File: config.mk
export PLATFORM = sky130hd
export DESIGN_NAME = noise_sched
export DESIGN_NICKNAME = d
export VERILOG_FILES = /design/src/rtl/noise_pkg.sv /design/src/rtl/noise_rr_pick.sv /design/src/rtl/noise_sched.sv
export SDC_FILE = /design/constraint.sdc
export NUM_CORES = 1
export LEC_CHECK = 0
export CORE_MARGIN = 3
export CORE_UTILIZATION = 40
export DETAILED_ROUTE_END_ITERATION = 10
export GPL_TIMING_DRIVEN = 0
export HOLD_SLACK_MARGIN = 0.05
export PLACE_DENSITY = 0.72
export RECOVER_POWER = 25
export SYNTH_ARGS = -nofsm -noshare
export SYNTH_HDL_FRONTEND = slang
export SYNTH_HIERARCHICAL = 1
export SYNTH_SLANG_ARGS = --single-unit
File: constraint.sdc
create_clock -name clk -period 2.3 [get_ports clk]
set_input_delay 0.46 -clock clk [delete_from_list [all_inputs] [get_ports clk]]
set_output_delay 0.46 -clock clk [all_outputs]
set_load 0.02 [all_outputs]
File: src/rtl/noise_pkg.sv
// Shared state encoding, widths and LFSR tap definition for the noise word scheduler.
package noise_pkg;

  localparam int NOISE_W = 16;
  localparam int NUM_REQ = 4;

  // Feedback taps are sreg[0], sreg[2], sreg[3] and sreg[5].
  localparam logic [NOISE_W-1:0] TAP_MASK = 16'h002D;

  typedef enum logic [1:0] {
    IDLE = 2'd0,
    GEN  = 2'd1,
    DONE = 2'd2
  } state_t;

  function automatic logic [NOISE_W-1:0] lfsr_step(input logic [NOISE_W-1:0] s);
    return {^(s & TAP_MASK), s[NOISE_W-1:1]};
  endfunction

endpackage

File: src/rtl/noise_rr_pick.sv
// Combinational round-robin picker: first asserted request at or after ptr, wrapping 3 to 0.
module noise_rr_pick
  import noise_pkg::*;
(
  input  logic [NUM_REQ-1:0] req,
  input  logic [1:0]         ptr,
  output logic [1:0]         winner,
  output logic               any
);

  logic       found;
  logic [1:0] idx;

  always_comb begin
    winner = ptr;
    found  = 1'b0;
    idx    = ptr;
    for (int i = 0; i < NUM_REQ; i++) begin
      idx = ptr + 2'(i);
      if (!found && req[idx]) begin
        winner = idx;
        found  = 1'b1;
      end
    end
    any = found;
  end

endmodule

File: src/rtl/noise_sched.sv
// Round-robin scheduler handing out fresh 16-bit LFSR noise words; NOISE_SCHED_SEED_LOAD_EN adds runtime reseeding.
// valid pulses 17 edges after req is sampled; a requester holds req until granted, service period 18 cycles.
module noise_sched
  import noise_pkg::*;
#(
  parameter logic [NOISE_W-1:0] SEED    = 16'h0001,
  parameter int                 NUM_REQ = noise_pkg::NUM_REQ
) (
  input  logic                 clk,
  input  logic                 reset,
`ifdef NOISE_SCHED_SEED_LOAD_EN
  input  logic                 seed_load,
  input  logic [NOISE_W-1:0]   seed,
`endif
  input  logic [NUM_REQ-1:0]   req,
  output logic [NUM_REQ-1:0]   grant,
  output logic                 valid,
  output logic [NOISE_W-1:0]   data
);

  localparam logic [3:0] CNT_LAST = 4'd15;

  state_t             state;
  state_t             state_nxt;
  logic [NOISE_W-1:0] sreg;
  logic [NOISE_W-1:0] sreg_nxt;
  logic [3:0]         cnt;
  logic [1:0]         ptr;
  logic [1:0]         win;
  logic [1:0]         pick;
  logic               any_req;
  logic               win_latch;
  logic               lfsr_en;
`ifdef NOISE_SCHED_SEED_LOAD_EN
  logic               seed_en;
`endif

  noise_rr_pick u_pick (
    .req    (req),
    .ptr    (ptr),
    .winner (pick),
    .any    (any_req)
  );

  assign sreg_nxt = lfsr_step(sreg);

  always_ff @(posedge clk or negedge reset) begin
    if (!reset) begin
      state <= IDLE;
    end else begin
      state <= state_nxt;
    end
  end

  always_comb begin
    state_nxt = state;
    win_latch = 1'b0;
    lfsr_en   = 1'b0;
    valid     = 1'b0;
    grant     = '0;
`ifdef NOISE_SCHED_SEED_LOAD_EN
    seed_en   = 1'b0;
`endif
    case (state)
      IDLE: begin
`ifdef NOISE_SCHED_SEED_LOAD_EN
        // A reseed wins the cycle; arbitration resumes on the next one.
        if (seed_load) begin
          seed_en = 1'b1;
        end else if (any_req) begin
          win_latch = 1'b1;
          state_nxt = GEN;
        end
`else
        if (any_req) begin
          win_latch = 1'b1;
          state_nxt = GEN;
        end
`endif
      end
      GEN: begin
        lfsr_en = 1'b1;
        if (cnt == CNT_LAST) begin
          state_nxt = DONE;
        end
      end
      DONE: begin
        valid      = 1'b1;
        grant[win] = 1'b1;
        state_nxt  = IDLE;
      end
      default: begin
        state_nxt = IDLE;
      end
    endcase
  end

  always_ff @(posedge clk or negedge reset) begin
    if (!reset) begin
      sreg <= SEED;
      cnt  <= '0;
      ptr  <= '0;
      win  <= '0;
      data <= '0;
    end else begin
      if (win_latch) begin
        win <= pick;
        cnt <= '0;
      end
      // The 16th shift completes a word of entirely fresh bits; capture it for DONE.
      if (lfsr_en) begin
        sreg <= sreg_nxt;
        if (cnt != CNT_LAST) begin
          cnt <= cnt + 4'd1;
        end else begin
          data <= sreg_nxt;
        end
      end
      if (valid) begin
        ptr <= win + 2'd1;
      end
`ifdef NOISE_SCHED_SEED_LOAD_EN
      if (seed_en) begin
        sreg <= (seed == '0) ? SEED : seed;
      end
`endif
    end
  end

endmodule

# After elaboration in Yosys (flattened, before gate mapping)
# Index checks and enable logic that the tools add are counted.
# word_totals
in_bits	6
mem_bits_rw	0
regBits	42
mem_count	0
latchBits	0
romBits	0
out_inout_bits	21
# classes
order_cmp	6
muxes	28
multipliers	0
eq_ne	6
reduce_logical	11
add_sub_neg	5
bitwise	1
shifts	0
n_div	0
# op_table
op	n
2-to-1 mux 4 bit	4
parity 16 bit	1
< comparator 2 x 3 -> 1 bit (second input constant)	5
2-to-1 mux 1 bit	13
2-to-1 mux 2 bit	5
binary-select mux 1 bit (select 2 bit)	4
adder 2 x 1 -> 2 bit (second input constant)	2
adder 2 bit (second input constant)	2
adder 4 x 1 -> 4 bit (second input constant)	1
equality test 4 bit (second input constant)	1
logical AND 1 bit	4
!= test 2 bit (second input constant)	2
!= test 4 bit (second input constant)	1
case mux 2 bit (2 select lines)	1
AND reduction 2 bit	2
logical NOT 1 bit	3
demux 1 bit (select 2 bit)	1
equality test 2 x 1 -> 1 bit (second input constant)	1
equality test 2 bit (second input constant)	1
>= comparator 2 x 1 -> 1 bit (second input constant)	1
logical NOT 2 bit	1
inverter 1 bit	1

# Longest topological paths before layout
# logic_depth
ltp_word	17
mapped_depth	6
mapped_depth_nobuf	5

# By module
# Netlist, hierarchy kept.
# modules_own_cells
mod	seq_area_each_um2	cells_each	instances	area_each_um2
noise_sched	1052.3	152	1	1835.5
noise_rr_pick	0.0	16	1	96.3

# Worst setup path before layout
# No wires, ideal clock.
# synth_path
path_type	register to output
startpoint	reg state[0]
endpoint	out grant[0]
stages_incl_launch_ff	4
slack_ns	0.745
arrival_time_ns	1.095
n_path_buf	1
required_time_ns	1.840
cell_sequence	dfrtp_1 > nor2b_1 > clkbuf_1 > and2_1
# synth_via
elab_chain_cells	2
# synth_lines
item	line	text
from (decl)	noise_sched.sv:23	state_t state;
from (signal assigned)	noise_sched.sv:51	state <= state_nxt;
equality test 2 bit	noise_sched.sv:64	case (state)
2-to-1 mux 4 bit	noise_sched.sv:64	
to (decl)	noise_sched.sv:16	output logic [NUM_REQ-1:0] grant,
# No other way between the ends.

# Final worst setup path
# layout_path
startpoint	reg state[0]
endpoint	out valid
# layout_via
elab_chain_cells	2
# layout_lines
item	line	text
equality test 2 bit	noise_sched.sv:64	
2-to-1 mux 1 bit	noise_sched.sv:64	
to (decl)	noise_sched.sv:17	output logic valid,
# No other way between the ends.

==> results_dict.tcl <==
set metrics [dict create \
    nets 213 \
    synthesis.area_mm2 0.00193 \
    startpoint_type "register" \
    die_area_mm2 0.00570 \
    max_freq_ghz 0.479 \
    p_sw_share_pct 34.1 \
    core-area_mm2 0.00450 \
    crit_end "valid" \
    cts_inserted_buffers 5 \
    root_buffer "clkbuf_8" \
    wirelength_mm 3.20 \
    setup_tns_ns 0 \
    grt_max_degree 25 \
    cpMaxStageDelayCell "clkdlybuf4s50_1" \
    critical_path.startpoint "state[0]$_DFFE_PN0P_" \
    finalClockSkew_ns 0.00461 \
    final_cell_mix "nand2_1, dfrtp_1, clkdlybuf4s50_1" \
    htreeDepth 2 \
    tritoncts "yes" \
    finalHoldViolations 0 \
    synthDistinctLibCells 33 \
    gp_congestion 0.701 \
    clkTransAtPathRegs_ns 0.08 \
    tightest_slew_ns 1.03 \
    clock_latency_ns 0.30 \
    synth_top_area_share_pct 53.1 \
    yosysSeqAreaShare_pct 54.5 \
    dp_hpwl_mm 2.25 \
    die_height_um 75.5 \
    synth_area_leaders "dfrtp_1, nand2_1, mux2_4" \
    power_frac_comb_pct 29.5 \
    cp_slowest_stage_delay_ns 0.63 \
    path_cells "nor2b_1, clkbuf_2, clkdlybuf4s50_1" \
    drc 0 \
    max-slew-margin-rel_pct 31.1 \
    crit_path_max_fanout 7 \
    crit_buf_inv 2 \
    fin_crit_sh_pct 90.7 \
    timing.max_cap.violations 0 \
    synth.avg_cell_area_um2 11.5 \
    start_util_pct 42.9 \
    setup_viol 0 \
    hold_slack_ns 0.303 \
    powerDensity_mw_per_mm2 834 \
    grt_pass1_wl_mm 5.40 \
    endpoint_kind "primary output" \
    setup_ws_ns 0.214 \
    crit_type "reg2out" \
    ys.flop_type "dfrtp_1" \
    p_clk_share_pct 24.2 \
    power.leakage_nw 1.25 \
    num_vias 1237 \
    routedWlPerCell_um 12.5 \
    post-place-ws_ns 0.248 \
    antenna_found_initial 0 \
    layout_commonest_cell "nand2_1" \
    synth_edf_count 0 \
    drive_gt1_share_pct 19.2 \
    io_buffer_count 26 \
    pwr-share-seq_pct 46.3 \
    grt_pass1_vias 1201 \
    cp_num_cells 3 \
    antenna_cells 0 \
    period_needed_ns 2.09 \
    rrSetupSlack_ns 0.72 \
    grt-ovfl-total 0 \
    globalRouteTotalUtil_pct 12.7 \
    internal_power_mw 1.30 \
    cpLargestDelayFamily "buffers and inverters" \
    rsz0062_at_grt "false" \
    ys_warn_count 6 \
    first_pass_iters 4 \
    crit_arrival_ns 1.63 \
    ir_drop_mv 0.453 \
    syn-instance-count 168 \
    areaGrowthSynthToFinish_pct 22.4 \
    ant_nets 0 \
    drt_iter0_drc 80 \
    status "complete, no violations" \
    reg2reg_from "cnt[0]$_DFF_PN0_" \
    finalMaxSlewViolations 0 \
    synthesis.nets 179 \
    io_pins 27 \
    worst_r2r_path_depth 5 \
    viasPerCell 4.85 \
    num_rows 24 \
    cts_sinks 42 \
    netSwitchingPower_mw 0.672 \
    ys_async_sr_fraction_pct 100 \
    timing.rr.end "data[14]$_DFFE_PN0P_" \
    synth_top_area_cell "dfrtp_1" \
    clock_path_buffers 2 \
    worstPathRequired_ns 1.84 \
    synth_seq_cells 42 \
    hold_path_class "in2async" \
    die_x_um 75.5 \
]
layer usage:
metal | part of all wire, % | GRT usage, %
met5 | 0 | 0
met4 | 1.6 | 6.41
met3 | 3.2 | 3.56
met2 | 46 | 20.1
met1 | 49 | 15.9
final cells by class:
cell class	instances	area (um^2)
clock buffer	5	68.8
timing repair buffer	27	277
inverter	5	18.8
fill	422	2140
tap	52	65.1
multi-input combinational	114	801
buffer	7	61.3
sequential	42	1050
clock inverter	3	21.3
flip-flops by register name, indices dropped and copies added (netlist names):
register and count:
data 16, sreg 16, cnt 4, ptr 2, state 2, win 2
worst min path at each step:
stage,to,cells past startpoint
after floorplan,cnt[0]$_DFF_PN0_,0
after global placement,sreg[0]$_DFFE_PN1N_,2
after detailed placement,win[0]$_DFFE_PN0P_,1
after CTS,win[0]$_DFFE_PN0P_,1
after global routing,win[1]$_DFFE_PN0P_,1
final,win[0]$_DFFE_PN0P_,1
power by group through the flow:
stage | sequential, mW | combinational [mW] | clock [mW]
floorplan | 0.904 | 0.471 | 0
detailed placement | 0.927 | 0.597 | 0
CTS | 0.914 | 0.595 | 0.493
finish | 0.914 | 0.582 | 0.476
global route | 0.928 | 0.652 | 0.524
global placement | 0.920 | 0.578 | 0
timing repair:
action	4_1_cts	5_1_grt
endpoints found under the hold margin	0	0
setup buffers	0	0
hold buffers	0	0
resized for setup	1	4
gates cloned	0	0
setup endpoints to repair	4	4
cell usage after synthesis (2+ instances only):
| master | n |
|---|---|
| dfrtp_1 | 41 |
| inv_1 | 5 |
| mux2_4 | 11 |
| buf_6 | 2 |
| ha_1 | 5 |
| clkbuf_1 | 2 |
| mux2i_1 | 2 |
| nor2_1 | 3 |
| nor2b_1 | 4 |
| nand2b_1 | 3 |
| and2_1 | 4 |
| nand2_1 | 53 |
| o21ai_0 | 2 |
| xnor2_1 | 2 |
| buf_2 | 2 |
| mux2_2 | 10 |
through the flow:
stage / instances / utilization (%) / instance area [um^2] / power, mW
after floorplan: 168 / - / 1930 / 1.37
after global placement: 246 / 50.1 / 2260 / 1.50
after detailed placement: 247 / 50.6 / 2280 / 1.52
after CTS: 255 / 52.6 / 2370 / 2.00
after global routing: 255 / 52.5 / 2360 / 2.10
final: 255 / 52.5 / 2360 / 1.97
cells by family (layout without fill, tap and decap cells):
kind of cell | Yosys count | after routing | synth area share [%]
adder cells (fa/ha/maj) | 5 | 5 | 3.24
flip-flops | 42 | 42 | 54.5
XOR/XNOR | 3 | 3 | 1.36
AO/OA/AOI/OAI | 8 | 8 | 3.17
multiplexers | 23 | 23 | 15.4
AND/OR/NAND/NOR | 75 | 75 | 18.3
buffers and inverters | 12 | 47 | 4.08
No activity file was read; power rests on OpenSTA's default activity.
==> RTL edit 1, RTL diff (same settings) <==
Build with the macro `NOISE_SCHED_SEED_LOAD_EN` defined.
--- a/src/rtl/noise_sched.sv
+++ b/src/rtl/noise_sched.sv
@@ -2,2 +2,4 @@
 // valid pulses 17 edges after req is sampled; a requester holds req until granted, service period 18 cycles.
+`define NOISE_SCHED_SEED_LOAD_EN
+
 module noise_sched
Interface: changed (added seed and seed_load); port bits go from 27 to 44. The function was not compared with the original's and may differ.
==> RTL edit 1 against the unedited design <==
- design area rose by 12%
- setup slack got worse by 0.052 ns
- sequential cell count did not move
- synthesized cell count rose by 16%
- critical path depth did not move
- routed wire length rose by 36%
- area after synthesis rose by 4.7%
- die area rose by 4.3%
Power is not compared: it rests on default switching activity, and its combinational part moved more than twofold at a synthesized area within 25%.
==> RTL edit 1: results (changes against the unedited design) <==
- Count of buffers from port buffering: 43 (was 26)
- Resized Gates After CTS: 2 (was 1)
- GP Congestion: 0.8142 (was 0.7008)
- FF-to-FF path depth: 5 (unchanged)
- Reg2reg setup slack: 0.47 ns (was 0.72 ns)
- Final wirelength: 4.332 mm (was 3.195 mm)
- Max stage delay on crit path: 0.62 ns
- Fin nets: 274 (was 213)
- Status: finished clean (unchanged)
- Register area share after synthesis: 0.5204 (was 0.5447)
- GRT Total Usage: 0.1564 (was 0.1271)
- Net Count, Synth: 223 (was 179)
- Met3 WL: 174 µm (was 102 µm)
- Post-synthesis cell count: 195 (was 168)
- Post-synth cell types: 41 (was 33)
- Top cells by instance count after synthesis: dfrtp_1, nand2_1, nor2_1, a31oi_1 (was nand2_1, dfrtp_1, mux2_4, mux2_2)
- Reg-to-reg startpoint: cnt[1] (was cnt[0])
- Arrival @ worst endpoint: 1.68 ns (was 1.63 ns)
- Detailed router's first-iteration violation count: 91 (was 80)
- Worst slew margin: 0.2846 (was 0.3110)
- Met3 usage: 0.04108 (was 0.03562)
- Vias/cell: 5.029 (was 4.851)
- Vias in the first global route: 1615 (was 1201)
- Largest net degree at the start of global routing: 25 (unchanged)
- Met2 WL: 2.098 mm (was 1.466 mm)
- DRT met1 WL: 2.036 mm (was 1.575 mm)
- Layout cells sized above 1: 0.1093 (was 0.1921)
- First-pass GRT wire length: 7.479 mm (was 5.402 mm)
- DP HPWL: 3.183 mm (was 2.250 mm)
- ANT cells: 0 (unchanged)
- CP max FO: 8 (was 7)
- Crit path max-delay cell type: clkdlybuf4s50_1 (unchanged)
- Cts hold-fix bufs: 0 (unchanged)
- Worst r2r dst: data[7] (was data[14])
- Highest metal used: met4 (unchanged)
- Synth area leaders: dfrtp_1, nand2_1, mux2_1 (was dfrtp_1, nand2_1, mux2_4)
- Non-filler cells, final: 314 (was 255)
- Fin Hold WS: 0.2980 ns (was 0.3031 ns)
- Clock skew: 0.01049 ns (was 0.004614 ns)
- Top delay family on crit path: buffers and inverters (unchanged)
- Max IR drop VDD: just under 0.6 mV
- Regs by FF count: data (16), sreg (16), cnt (4) (unchanged)
- Grt met2 use: 0.2517 (was 0.2013)
- Met1 usage: 0.2053 (was 0.1594)
==> RTL edit 1: changes by cell type after synthesis, sizes merged, moves of 3 or more <==
cell,delta
nand2,-19
nor2,+15
a31oi,+14
clkbuf,+3
mux2,-3
nor4,+4
==> RTL edit 1: layout make-up <==
type	count	area, µm²
clock buffers	8	90.09
plain buffers	10	50.05
fillers	456	2172
flip-flops and latches	42	1054
well taps	67	83.83
inverters	5	18.77
multi-input cells	138	902.1
repair buffers	44	446.7
==> RTL edit 1: stage by stage <==
step / setup slack, ns / TNS [ns] / area (µm²)
after floorplan: 0.6754 / 0 / 2022
after global placement: -0.3291 / -13.41 / 2536
after detailed placement: 0.1620 / 0 / 2559
after CTS: 0.01991 / 0 / 2651
after global routing: 0.06017 / 0 / 2645
final: 0.1621 / 0 / 2645
==> RTL edit 1: cells by family (layout without fill, tap and decap cells) <==
logic type / after synthesis / in the layout / share of synthesized area
xor gates and xnor gates: 3 / 3 / 0.01300
DFF: 42 / 42 / 0.5204
AOI/OAI and AO/OA: 31 / 31 / 0.1052
and+or+nand+nor: 81 / 81 / 0.1968
buffers and inverters: 15 / 67 / 0.03341
adders and majority gates: 5 / 5 / 0.03094
muxes: 18 / 18 / 0.1003
==> RTL edit 1: how the worst max path moves through the flow <==
stage	endpoint	cells after the start	start
detailed placement	cnt[2]	6	req[3]
finish	valid	3	state[0]
global placement	data[12]	1	reset
CTS	grant[1]	4	state[0]
floorplan	grant[0]	3	state[1]
global route	data[13]	2	reset
==> RTL edit 1: power groups by stage <==
stage	logic (mW)	registers [mW]	clock network, mW
after CTS	1.35	1.35	0.501
after floorplan	0.722	1.46	0
final	1.33	1.35	0.489
after detailed placement	1.34	1.36	0
after global routing	1.48	1.40	0.535
after global placement	1.31	1.35	0
==> RTL edit 2, RTL diff (same settings) <==
Without the edit above. Re-encode `state_t` (3 states) as one-hot, 3 bits wide.
--- a/src/rtl/noise_pkg.sv
+++ b/src/rtl/noise_pkg.sv
@@ -9,6 +9,6 @@
 
-  typedef enum logic [1:0] {
-    IDLE = 2'd0,
-    GEN  = 2'd1,
-    DONE = 2'd2
+  typedef enum logic [2:0] {
+    IDLE = 3'b001,
+    GEN  = 3'b010,
+    DONE = 3'b100
   } state_t;
Formal check against the unedited RTL: same outputs for any inputs over 10 cycles, from zero or initial values and one cycle with reset low; not proved beyond that.
==> RTL edit 2 against the unedited design <==
- synthesized cell count fell by 0.60%
- design area up 3.4%
- clock skew up 0.0018 ns
- sequential share of layout area decreased by 0.38 points
- via count up 2.4%
- sequential power is 4.0% lower
- area after synthesis up 0.71%
- clock power is 23% higher
- sequential cell count increased by 1
- fmax fell by 2.1%
- setup slack lost 0.044 ns
- routed wire length rose by 4.7%
- total power fell by 8.4%
- largest cell class unchanged
- highest routed layer unchanged
==> RTL edit 2: results (changes against the unedited design) <==
- DR WL/cell: 12.39 µm (was 12.53 µm)
- DP HPWL: 2.285 mm (was 2.250 mm)
- Fraction of area in multi-input gates: 0.3362 (was 0.3386)
- Register area share after synthesis: 0.5543 (was 0.5447)
- Post-synthesis mux area share: 0.1441 (was 0.1541)
- Max IR drop VDD: 0.3699 mV (was 0.4529 mV)
- Met1 usage: 0.1765 (was 0.1594)
- Vias: 1267 (was 1237)
- Placed Area: 0.002302 mm² (was 0.002280 mm²)
- DRT met1 WL: 1.649 mm (was 1.575 mm)
- Net Count, Synth: 178 (was 179)
- Reg2reg setup slack: 0.54 ns (was 0.72 ns)
- First-pass GRT wire length: 5.492 mm (was 5.402 mm)
- Xor/xnor share of the synthesized area: 0.01801 (was 0.01360)
- Layout cells sized above 1: 0.2098 (was 0.1921)
- GRT Total Usage: 0.1280 (was 0.1271)
- Largest net degree at the start of global routing: 32 (was 25)
- Bufs w/o clock: 36 (was 34)
- Status: finished clean (unchanged)
- Fin crit period: 2.130 ns (was 2.086 ns)
- Post-synthesis compound-gate area fraction: 0.04309 (was 0.03174)
- Fin nets: 215 (was 213)
- Met3 usage: 0.03166 (was 0.03562)
- Met3 WL: 124 µm (was 102 µm)
- Grt met2 use: 0.1854 (was 0.2013)
-- RTL edit 2: worst register-to-register path, delay by kind of cell (launching register included) --
kind / cells / cell delay [ns]
and+or+nand+nor: 2 / 0.51
DFF: 1 / 0.41
buffers and inverters: 1 / 0.18
muxes: 1 / 0.31
adders and majority gates: 1 / 0.25
-- RTL edit 2: worst min path at each step --
| stage | cells after the start | to |
|---|---|---|
| CTS | 2 | sreg[0] |
| floorplan | 0 | cnt[0] |
| detailed placement | 1 | data[10] |
| global placement | 2 | sreg[0] |
| global route | 2 | sreg[5] |
| finish | 2 | sreg[0] |
-- RTL edit 2: what timing repair did --
item,in CTS,in global routing
hold buffers,1,0
setup endpoints to repair,5,4
buffers inserted,0,2
pin swaps,0,1
endpoints found under the hold margin,12,0
gates resized for setup,2,4
-- RTL edit 2: power by group --
part	switching (mW)	leakage (nW)	total, mW	internal, mW
sequential	0.0624	0.588	0.877	0.815
clock	0.263	0.0581	0.586	0.323
combinational	0.205	0.631	0.344	0.139
